===== src/rtl/ides4_align_pkg.sv =====
// Shared constants and types for the GW2A IDES4 primitive model and its
// training-word aligner.
package ides4_align_pkg;

  // Deserialised word width and the bit history needed to cover every offset.
  localparam int unsigned Ides4Width = 4;
  localparam int unsigned HistWidth  = 8;

  // Default training word and lock threshold.
  localparam logic [Ides4Width-1:0] TrainDefault     = 4'b1100;
  localparam int unsigned           LockCountDefault = 4;

  // Number of offsets that can be tried before giving up.
  localparam logic [1:0] MaxTries = 2'd3;

  typedef enum logic [2:0] {
    StManual,
    StCheck,
    StSettle,
    StLocked,
    StFail
  } align_state_e;

  // Bit offset advance; wraps 3 -> 0.
  function automatic logic [1:0] slip_next(input logic [1:0] s);
    return s + 2'd1;
  endfunction

endpackage


===== src/rtl/ides4_window.sv =====
// Bit history register and offset window mux. The window is taken from the
// history as it will look after this cycle's shift, so the parent can load it
// on the same edge that captures the last pair of a word.
module ides4_window
  import ides4_align_pkg::*;
(
  input  logic                  clk_i,
  input  logic                  rst_i,
  input  logic                  d0_i,
  input  logic                  d1_i,
  input  logic [1:0]            slip_i,
  output logic [Ides4Width-1:0] win_o
);

  logic [HistWidth-1:0] hist_q, hist_d;

  // Newest pair enters at the top; D1 is the later bit of the pair.
  always_comb begin
    hist_d = {d1_i, d0_i, hist_q[HistWidth-1:2]};
  end

  // History register, cleared by synchronous reset.
  always_ff @(posedge clk_i) begin
    if (rst_i) begin
      hist_q <= '0;
    end else begin
      hist_q <= hist_d;
    end
  end

  // Window select: Q[i] = hist_d[4 + i - s], i.e. s bits further into the past.
  always_comb begin
    win_o = hist_d[7:4];
    unique case (slip_i)
      2'd0: win_o = hist_d[7:4];
      2'd1: win_o = hist_d[6:3];
      2'd2: win_o = hist_d[5:2];
      2'd3: win_o = hist_d[4:1];
      default: win_o = hist_d[7:4];
    endcase
  end

endmodule


===== src/rtl/ides4_align.sv =====
// 1:4 deserialiser behind an IDDR with manual bitslip and automatic
// training-word alignment.
module ides4_align
  import ides4_align_pkg::*;
#(
  parameter logic [Ides4Width-1:0] TRAIN      = TrainDefault,
  parameter int unsigned           LOCK_COUNT = LockCountDefault
) (
  input  logic                  CLK,
  input  logic                  RESET,
  input  logic                  D0,
  input  logic                  D1,
  input  logic                  CALIB,
  input  logic                  ALIGN,
  output logic [Ides4Width-1:0] Q,
  output logic                  VALID,
  output logic [1:0]            SLIP,
  output logic                  LOCKED,
  output logic                  FAIL
);

  localparam logic [3:0] LockCnt = LOCK_COUNT[3:0];

  logic                  phase_q;
  logic                  valid_q;
  logic [Ides4Width-1:0] q_q, q_d;
  logic [Ides4Width-1:0] win;
  logic [1:0]            s_q, s_d;
  logic                  calib_q;
  logic                  pend_q, pend_d;
  logic                  calib_rise;
  logic                  man_slip;
  logic                  fsm_slip;
  logic [3:0]            match_q, match_d;
  logic [3:0]            match_inc;
  logic [1:0]            tries_q, tries_d;
  align_state_e          state_q, state_d;

  ides4_window u_window (
    .clk_i  (CLK),
    .rst_i  (RESET),
    .d0_i   (D0),
    .d1_i   (D1),
    .slip_i (s_q),
    .win_o  (win)
  );

  // A word completes on every edge where phase_q is set.
  always_comb begin
    q_d = q_q;
    if (phase_q) begin
      q_d = win;
    end
  end

  // Word framing: phase toggle, word register and one-cycle VALID strobe.
  always_ff @(posedge CLK) begin
    if (RESET) begin
      phase_q <= 1'b0;
      valid_q <= 1'b0;
      q_q     <= '0;
    end else begin
      phase_q <= ~phase_q;
      valid_q <= phase_q;
      q_q     <= q_d;
    end
  end

  // Manual slip: one accepted CALIB edge per emitted word. The pending flag
  // clears only on a load that already used the new offset.
  always_comb begin
    calib_rise = CALIB & ~calib_q;
    man_slip   = ~ALIGN & calib_rise & ~pend_q;
    pend_d     = pend_q;
    if (phase_q && pend_q) begin
      pend_d = 1'b0;
    end else if (man_slip) begin
      pend_d = 1'b1;
    end
    s_d = s_q;
    if (man_slip || fsm_slip) begin
      s_d = slip_next(s_q);
    end
  end

  // Offset, CALIB edge detector and pending-slip registers.
  always_ff @(posedge CLK) begin
    if (RESET) begin
      s_q     <= 2'd0;
      calib_q <= 1'b0;
      pend_q  <= 1'b0;
    end else begin
      s_q     <= s_d;
      calib_q <= CALIB;
      pend_q  <= pend_d;
    end
  end

  // Alignment FSM next state; compares act on the word currently shown on Q.
  always_comb begin
    state_d   = state_q;
    match_d   = match_q;
    tries_d   = tries_q;
    fsm_slip  = 1'b0;
    match_inc = match_q + 4'd1;
    if (!ALIGN) begin
      state_d = StManual;
    end else begin
      case (state_q)
        StManual: begin
          state_d = StCheck;
          match_d = 4'd0;
          tries_d = 2'd0;
        end
        StCheck: begin
          if (valid_q) begin
            if (q_q == TRAIN) begin
              match_d = match_inc;
              if (match_inc == LockCnt) begin
                state_d = StLocked;
              end
            end else begin
              match_d = 4'd0;
              if (tries_q == MaxTries) begin
                state_d = StFail;
              end else begin
                fsm_slip = 1'b1;
                tries_d  = tries_q + 2'd1;
                state_d  = StSettle;
              end
            end
          end
        end
        StSettle: begin
          // The first word after a slip is dropped unexamined.
          if (valid_q) begin
            state_d = StCheck;
          end
        end
        StLocked: state_d = StLocked;
        StFail:   state_d = StFail;
        default:  state_d = StManual;
      endcase
    end
  end

  // Alignment FSM state and counters.
  always_ff @(posedge CLK) begin
    if (RESET) begin
      state_q <= StManual;
      match_q <= 4'd0;
      tries_q <= 2'd0;
    end else begin
      state_q <= state_d;
      match_q <= match_d;
      tries_q <= tries_d;
    end
  end

  assign Q      = q_q;
  assign VALID  = valid_q;
  assign SLIP   = s_q;
  assign LOCKED = (state_q == StLocked);
  assign FAIL   = (state_q == StFail);

endmodule


===== config.mk =====
export PLATFORM = sky130hd
export DESIGN_NAME = ides4_align
export DESIGN_NICKNAME = d
export VERILOG_FILES = /design/src/rtl/ides4_align_pkg.sv /design/src/rtl/ides4_window.sv /design/src/rtl/ides4_align.sv
export SDC_FILE = /design/constraint.sdc
export NUM_CORES = 1
export LEC_CHECK = 0
export CAP_MARGIN = 20
export CORE_UTILIZATION = 29
export DETAILED_ROUTE_END_ITERATION = 16
export HOLD_SLACK_MARGIN = 0.02
export PLACE_DENSITY = 0.46
export SLEW_MARGIN = 20
export SYNTH_ARGS = -nofsm -noshare
export SYNTH_HDL_FRONTEND = slang
export SYNTH_SLANG_ARGS = --single-unit

===== constraint.sdc =====
create_clock -name CLK -period 2.3 [get_ports CLK]
set_input_delay 0.69 -clock CLK [delete_from_list [all_inputs] [get_ports CLK]]
set_output_delay 0.69 -clock CLK [all_outputs]
set_load 0.005 [all_outputs]

**Yosys cells after proc, flatten, opt, wreduce, memory -nomap -nowiden**

Index checks and enable logic that the tools add are counted.

- Bits in registers: 27
- Bits of input ports: 6
- Output and inout bits: 9

- Add/sub/neg operators: 3
- Equality and inequality tests: 15
- Mux-type cells: 19
- Bitwise logic cells: 7
- Reductions and logical operators: 10

Operator list:

| kind | count |
|---|---|
| $pmux 4 s4 | 1 |
| $mux 3 | 5 |
| $pmux 3 s5 | 1 |
| $mux 4 | 2 |
| $ne 2x2->1 const B | 4 |
| $pmux 4 s2 | 1 |
| $eq 2x2->1 const B | 3 |
| $eq 3x2->1 const B | 2 |
| $mux 2 | 3 |
| $reduce_and 3->1 | 2 |
| $mux 1 | 5 |
| $reduce_and 5->1 | 1 |
| $add 2x1->2 const B | 2 |
| $add 4x1->4 const B | 1 |
| $eq 4x3->1 const B | 1 |
| $eq 4x4->1 const B | 1 |
| $not 1->1 | 4 |
| $pmux 2 s2 | 1 |
| $reduce_or 2->1 | 2 |
| $and 1x1->1 | 3 |
| $eq 3x1->1 const B | 1 |
| $eq 3x3->1 const B | 1 |
| $logic_not 3->1 | 1 |
| $ne 3x3->1 const B | 1 |
| 5 further kinds | 5 |

**Logic depth before layout (Yosys ltp)**

Gate-level depths: netlist of the first run.

- Depth in word-level cells: 7
- Mapped depth: 6

**Hierarchy**

Synthesis of the first run repeated with hierarchy kept, for this count alone.

- Cells, all modules: 118
- Area total of the unflattened synthesis: 1167.4 sq um

Modules (own cells, without submodules):

| module | instances | cells each | area an instance (sq um) |
|---|---|---|---|
| ides4_align | 1 | 104 | 930.9 |
| ides4_window | 1 | 14 | 236.5 |

**Least setup slack after synthesis of the first run**

OpenSTA, ideal clock, no wires.

- Kind: in2reg
- Start point: input ALIGN
- End point: register s_q[1], in the netlist SLIP[1]
- Library setup time: 0.128 ns
- Arrival: 1.713 ns
- Required time: 2.172 ns
- Setup slack: 0.459 ns
- Stages on the path: 4
- Cells stage by stage: or4b_2 -> o41ai_4 -> mux2i_1 -> nor2_1

- Cells in the longest elaborated chain, start to end: 4

Ends and longest elaborated chain:

| element | RTL line | RTL |
|---|---|---|
| from (decl) | ides4_align.sv:14 | `input logic ALIGN,` |
| $not 1->1 (no source line) | -- |  |
| $and 1x1->1 (2 in series) | ides4_align.sv:73 | `man_slip = ~ALIGN & calib_rise & ~pend_q;` |
| $logic_or 1x1->1 * | ides4_align.sv:81 | `if (man_slip \|\| fsm_slip) begin` |
| to (signal assigned) | ides4_align.sv:89 | `s_q <= 2'd0;` |
| to (signal assigned) | ides4_align.sv:93 | `s_q <= s_d;` |
| to (decl) | ides4_align.sv:28 | `logic [1:0] s_q, s_d;` |

Every way passes the cells marked *; elsewhere a longest branch is shown, timed or not.
A chain may end at the register's enable or synchronous reset.

**Worst setup path in the final report of the first run**

- Start point: register state_q[2]
- End point: output FAIL

- Cells in the longest elaborated chain, start to end: 1

Ends and longest elaborated chain:

| element | RTL line | RTL |
|---|---|---|
| from (decl) | ides4_align.sv:37 | `align_state_e state_q, state_d;` |
| from (signal assigned) | ides4_align.sv:150 | `state_q <= StManual;` |
| from (signal assigned) | ides4_align.sv:154 | `state_q <= state_d;` |
| $eq 3x3->1 | ides4_align.sv:164 | `assign FAIL = (state_q == StFail);` |
| to (decl) | ides4_align.sv:19 | `output logic FAIL` |

Every way passes these cells.

==> metrics.yaml, run 1 <==
cts:
  cts.clk_slew.worst_paths_ns: 0.09
  clock_sinks: 24
  cts_tree: "done"
  cts_setup_buffers: 0
  cts_made_buffers: 3
  htreeDepth: 1
  clock_path_buffers: 2
  cts_hold_buf: 0
  root_buffer: "clkbuf_8"
  clkLatencyLatePin_ns: 0.27
synth:
  async_flop_share: 0
  synth_edf_count: 0
  yosysSeqAreaShare: 0.404
  synth-main-ff-cell: "dfxtp_1"
  synth_cell_types: 35
  synth_nets: 141
  postSynthAreaPerCell_um2: 9.29
  yosysWarnings: 0
  synthCells: 128
  synth_area_um2: 1190
  synth_seq_cells: 24
power:
  powerDensity_nw_per_um2: 588
  clkPwrFrac: 0.350
  p_sw_w: 0.000208
  power.internal_w: 0.000638
  vdd_drop_max_mv: 0.241
  combPwrFrac: 0.119
  total_power_w: 0.000846
  switching_share: 0.246
  power_frac_seq: 0.531
  leakage_nw: 0.510
drt:
  routed_wl_um: 2500
  drc_errors: 0
  first_pass_iters: 5
  avgViaCountPerCell: 5.05
  first_iter_violations: 70
  wl_per_cell_um: 13.1
  num_vias: 964
  drtAntennaViolNets: 0
cells_and_area:
  final_nets: 157
  fin_area_um2: 1440
  drive_gt1_frac: 0.105
  synthToLayoutAreaGrowth_pct: 21.2
  fill_cells: 406
  diodes: 0
  layout.cells.non_filler: 191
timing:
  rsz0062_at_grt: "false"
  fin_crit_sh: 0.953
  setup_viol: 0
  finalHoldViolCount: 0
  finalMaxSlewViolations: 0
  skew_ns: 0.00326
  period_needed_ns: 2.19
  final.setup.worst_slack_ns: 0.109
  slew_headroom: 0.785
  worstMarginPinSlew_ns: 0.322
  fmax_ghz: 0.456
global_routing:
  first_global_vias: 968
  grt-ovfl-total: 0
  track_usage: 0.133
  grt_max_degree: 25
  antenna_found_initial: 0
  grt_pass1_wl_um: 4420
setup_path:
  path_class: "reg2out"
  cp.required_ns: 1.61
  critPathLaunchType: "flop"
  worstPathArrival_ns: 1.50
  cp-end-kind: "output pin"
  worst-path-max-fanout: 8
place:
  place_congestion: 0.741
  dp_hpwl_um: 1800
  portBuffers: 14
  post-place-ws_ns: -0.0328
  dp_cells: 187
  placed_area_um2: 1380
flow_run:
  drv_cap: 0
outcome:
  status: "complete, no violations"
floorplanning:
  die_height_um: 66.0
  die_w_um: 66.0
  start_util: 0.313
  core_area_um2: 3800
  rows: 22
  num_io_pins: 15
  die-area_um2: 4360
min_path:
  holdCritPathClass: "reg2reg"
layer usage:
metal / up-vias / wire length (µm) / global-route usage
met5: - / 0 / 0
met4: 0 / 51 / 0.0585
met3: 5 / 122 / 0.0345
met2: 27 / 1100 / 0.209
met1: 441 / 1230 / 0.171
li1: 491 / - / -
area by class of cell:
type / count / area [µm²] / area share
Multi-Input combinational cell: 92 / 661 / 0.459
Sequential cell: 24 / 483 / 0.335
Timing Repair Buffer: 16 / 155 / 0.108
Tap cell: 48 / 60.1 / 0.0417
Clock buffer: 4 / 55.1 / 0.0382
Inverter: 7 / 26.3 / 0.0182
critical path, stage by stage, from the launching register on:
cell and delay (ns):
dfxtp_1 0.48, nor3b_1 0.23, clkdlybuf4s50_1 0.53
timing repair:
| item | CTS | global route |
|---|---|---|
| hold endpoints to repair | 0 | 0 |
| resized for setup | 0 | 3 |
| endpoints found under the setup margin | 0 | 1 |
registers in the layout, indices dropped and copies added (netlist names):
name / count
u_window.hist_q: 5
Q: 4
match_q: 4
state_q: 3
SLIP: 2
tries_q: 2
VALID: 1
calib_q: 1
pend_q: 1
phase_q: 1
cell usage after synthesis, types with 2 or more instances:
cell / number / area [µm²]
nand3b_1: 3 / 22.5
nor2_1: 10 / 37.5
a222oi_1: 4 / 40.0
inv_1: 7 / 26.3
nand2b_1: 5 / 31.3
o21ai_0: 6 / 30.0
o32ai_1: 2 / 17.5
nand3_1: 3 / 15.0
a21oi_1: 9 / 45.0
nor2b_1: 7 / 43.8
mux2i_1: 5 / 50.1
nand2_1: 8 / 30.0
and3_1: 2 / 12.5
dfxtp_1: 24 / 480
ha_1: 7 / 87.6
clkbuf_1: 4 / 15.0
o21a_1: 2 / 15.0
nor3b_1: 3 / 22.5
placed cells by master (no fill, tap or decap), drive strengths merged, types with 2 or more instances in the layout:
| cell type | n |
|---|---|
| nand3b | 3 |
| a222oi | 4 |
| nand2b | 5 |
| o32ai | 2 |
| nor4 | 2 |
| and3 | 2 |
| mux2i | 5 |
| nand3 | 3 |
| a21oi | 9 |
| o21ai | 6 |
| clkdlybuf4s50 | 14 |
| clkbuf | 4 |
| ha | 7 |
| buf | 2 |
| dfxtp | 24 |
| nand2 | 8 |
| nor2b | 7 |
| nor2 | 10 |
| o21a | 2 |
| inv | 7 |
| or3b | 2 |
| nor3b | 3 |
path summary, 6_finish.rpt:
path	from	to	slack [ns]	cells after the start
hold / removal	pend_q	pend_q	0.48	2
hold reg to reg	pend_q	pend_q	0.48	2
setup / recovery	state_q[2]	FAIL	0.11	2
setup reg to reg	SLIP[0]	Q[2]	0.72	6
power by group through the flow:
stage	Clock (W)	Sequential [W]	Combinational (W)
after floorplan	0	0.000452	0.0000651
after global placement	0	0.000459	0.0000998
after detailed placement	0	0.000459	0.000102
after CTS	0.000309	0.000449	0.000103
after global routing	0.000328	0.000453	0.000114
final	0.000296	0.000449	0.000101
through the flow:
step / hold WS [ns] / utilization / TNS [ns]
floorplan: 0.444 / - / 0
global placement: 0.458 / 0.363 / 0
detailed placement: 0.466 / 0.363 / -0.0328
CTS: 0.480 / 0.377 / 0
global route: 0.512 / 0.379 / 0
finish: 0.475 / 0.379 / 0
cell families (layout without fill, tap and decap cells):
| kind of cell | Yosys count | after routing | share of synthesized area |
|---|---|---|---|
| mux | 5 | 5 | 0.0421 |
| compound gates | 28 | 28 | 0.174 |
| buf+inv | 12 | 27 | 0.0442 |
| flops | 24 | 24 | 0.404 |
| simple gates | 51 | 51 | 0.255 |
| fa+ha+maj | 7 | 7 | 0.0737 |
| xor+xnor | 1 | 1 | 0.00737 |
No activity file was read; power rests on OpenSTA's default activity.
==> run 2, diff against run 1 <==
--- a/config.mk
+++ b/config.mk
@@ -6,10 +6,10 @@
 export NUM_CORES = 1
 export LEC_CHECK = 0
 export CAP_MARGIN = 20
-export CORE_UTILIZATION = 29
+export CORE_UTILIZATION = 35
 export DETAILED_ROUTE_END_ITERATION = 16
 export HOLD_SLACK_MARGIN = 0.02
-export PLACE_DENSITY = 0.46
+export PLACE_DENSITY = 0.54
 export SLEW_MARGIN = 20
 export SYNTH_ARGS = -nofsm -noshare
 export SYNTH_HDL_FRONTEND = slang
==> run 2 against run 1 <==
  * Clock power down 24%
  * Wire length decreased by 5.6%
  * Design area fell by 1.6%
  * Critical path depth stayed put
  * Combinational power about the same
  * Worst setup slack got worse by 0.0060 ns
  * Count of clock-buffer cells in the layout unchanged
  * Power is 8.7% lower
  * Hold slack better by 0.0053 ns
  * Clock skew rose by 0.012 ns
  * Cell count shrank 2.1%
  * Critical endpoint unchanged
  * Highest routed layer unchanged
==> metrics.yaml, run 2 (synthesis results as in run 1) <==
drt:
  first_iter_violations: 97  # +39%
  first_pass_iters: 4  # -1
  drc_errors: 0  # unchanged
  avgViaCountPerCell: 5.13  # +1.7%
  drtAntennaViolNets: 0  # unchanged
  routed_wl_um: 2360  # -5.6%
  num_vias: 960  # -0.41%
  wl_per_cell_um: 12.6  # -3.6%
cts:
  clock_sinks: 24  # unchanged
  htreeDepth: 1  # unchanged
  clock_path_buffers: 2  # unchanged
  root_buffer: "clkbuf_4"
  cts.clk_slew.worst_paths_ns: 0.14  # +0.05 ns
  cts_setup_buffers: 0  # unchanged
  cts_made_buffers: 3  # unchanged
  cts_tree: "done"
  cts_hold_buf: 0  # unchanged
  clkLatencyLatePin_ns: 0.32  # +0.05 ns
cells_and_area:
  final_nets: 157  # unchanged
  multi_input_area_um2: 656  # -0.76%
  largest_register_ffs: 5  # unchanged
  diodes: 0  # unchanged
  mostFrequentLayoutCell: "dfxtp_1"
  layout.cells.non_filler: 187  # -2.1%
  fin_area_um2: 1420  # -1.6%
  synthToLayoutAreaGrowth_pct: 19.3
  largest-register: "u_window.hist_q"
  seq_area_um2: 487  # +0.78%
  fill_cells: 328  # -19%
  layout_common_cells: "21 x dfxtp_1, 13 x clkdlybuf4s50_1, 10 x nor2_1, 9 x a21oi_1, 8 x nand2_1"
  drive_gt1_frac: 0.105  # unchanged
setup_path:
  worstPathArrival_ns: 1.51  # about the same
  worst-path-max-fanout: 8  # unchanged
  critPathMaxStageDelay_ns: 0.54  # about the same
  startpoint: "state_q[2]"
  r2r_setup_slack_ns: 0.70  # -0.02 ns
  crit_path_end: "FAIL"
  r2r-end: "Q[1]"
  path_class: "reg2out"
  critPathTopFamily: "buffers and inverters"
  cp-end-kind: "output pin"
  cp.required_ns: 1.61  # about the same
  rr_worst_depth: 6  # unchanged
  path_cells: "nor3b_1 -> clkdlybuf4s50_1"
  r2r-start: "SLIP[0]"
  slowest_stage: "clkdlybuf4s50_1"
  crit_cells: 2  # unchanged
  critPathLaunchType: "flop"
  critPathBufInv: 1  # unchanged
timing:
  finalHoldViolCount: 0  # unchanged
  slew_headroom: 0.789  # +0.00442
  rsz0062_at_grt: "false"
  setup_viol: 0  # unchanged
  fmax_ghz: 0.455  # -0.27%
  fin_crit_sh: 0.955  # +0.00259
  skew_ns: 0.0149  # +0.0117 ns
  worstMarginPinSlew_ns: 0.316  # -0.00553 ns
  hold-worst-slack_ns: 0.480  # +0.00527 ns
  final.setup.worst_slack_ns: 0.103  # -0.00595 ns
  period_needed_ns: 2.20  # +0.00595 ns
  finalMaxSlewViolations: 0  # unchanged
floorplanning:
  die_w_um: 60.3  # -8.7%
  num_io_pins: 15  # unchanged
  die_height_um: 60.3  # -8.7%
  start_util: 0.380  # +0.0671
  core_area_um2: 3130  # -18%
  die-area_um2: 3630  # -17%
  rows: 20  # -9.1%
flow_run:
  drv_cap: 0  # unchanged
power:
  vdd_drop_max_mv: 0.322  # +34%
  leakage_nw: 0.521  # +2.1%
  powerDensity_nw_per_um2: 545  # -7.2%
  total_power_w: 0.000773  # -8.7%
place:
  post-place-ws_ns: -0.00151  # +0.0313 ns
  placed_area_um2: 1370  # -0.36%
  portBuffers: 14  # unchanged
  dp_hpwl_um: 1680  # -6.9%
  dp_cells: 183  # -2.1%
  place_congestion: 0.843  # +14%
global_routing:
  grt_max_degree: 25  # unchanged
  track_usage: 0.147  # +0.0135
  first_global_vias: 867  # -10%
  antenna_found_initial: 0  # unchanged
  grt_pass1_wl_um: 3970  # -10%
  grt-ovfl-total: 0  # unchanged
min_path:
  holdCritPathClass: "reg2reg"
  hold_depth: 2  # unchanged
outcome:
  status: "complete, no violations"
run 2: cell count changes in the layout (fill, tap and decap cells not counted):
| cell | change |
|---|---|
| nor3b_2 | -1 |
| clkbuf_4 | +3 |
| dfxtp_4 | +1 |
| clkbuf_8 | -3 |
| nor3b_1 | +1 |
| dlymetal6s2s_1 | +1 |
| dfxtp_1 | -1 |
| clkdlybuf4s50_1 | -1 |
run 2: cell type report:
class,count,area share
multi-input cells,92,0.462
flip-flops and latches,24,0.343
repair buffers,16,0.111
well taps,44,0.0388
clock buffers,4,0.0256
inverters,7,0.0185
run 2: how the worst min path moves through the flow:
| stage | start | endpoint | slack (ns) |
|---|---|---|---|
| after CTS | pend_q | pend_q | 0.48 |
| after detailed placement | pend_q | pend_q | 0.46 |
| after global routing | pend_q | pend_q | 0.50 |
| after floorplan | tries_q[0] | tries_q[0] | 0.44 |
| final | pend_q | pend_q | 0.48 |
| after global placement | pend_q | pend_q | 0.46 |
run 2: where the power goes:
| part | switching [W] | internal, W | total, W |
|---|---|---|---|
| registers | 0.0000176 | 0.000431 | 0.000449 |
| logic | 0.0000459 | 0.0000531 | 0.0000991 |
| clock network | 0.000128 | 0.0000966 | 0.000225 |
| total | 0.000192 | 0.000581 | 0.000773 |
run 2: worst register-to-register path, stage by stage (launching register included):
cell and delay, ns:
dfxtp_1 0.46, inv_1 0.10, ha_1 0.25, a222oi_1 0.36
o21ai_0 0.14, mux2i_1 0.14, nor2_1 0.06
run 2: layer usage:
metal / wire length [µm] / GRT usage / vias to the layer above / share of wire
met4: 17 / 0.0664 / 0 / 0.0072
met2: 1100 / 0.237 / 14 / 0.47
met5: 0 / 0 / - / 0
li1: - / - / 495 / -
met3: 50 / 0.0195 / 2 / 0.021
met1: 1190 / 0.193 / 449 / 0.50
run 2: through the flow:
| step | TNS (ns) | utilization |
|---|---|---|
| finish | 0 | 0.453 |
| global route | 0 | 0.453 |
| CTS | 0 | 0.451 |
| detailed placement | -0.00151 | 0.439 |
| global placement | 0 | 0.439 |
| floorplan | 0 | - |
run 2: repair_timing:
| action | 4_1_cts | 5_1_grt |
|---|---|---|
| endpoints found under the setup margin | 1 | 2 |
| gates cloned | 0 | 0 |
| endpoints found under the hold margin | 0 | 0 |
| gates resized for setup | 1 | 4 |
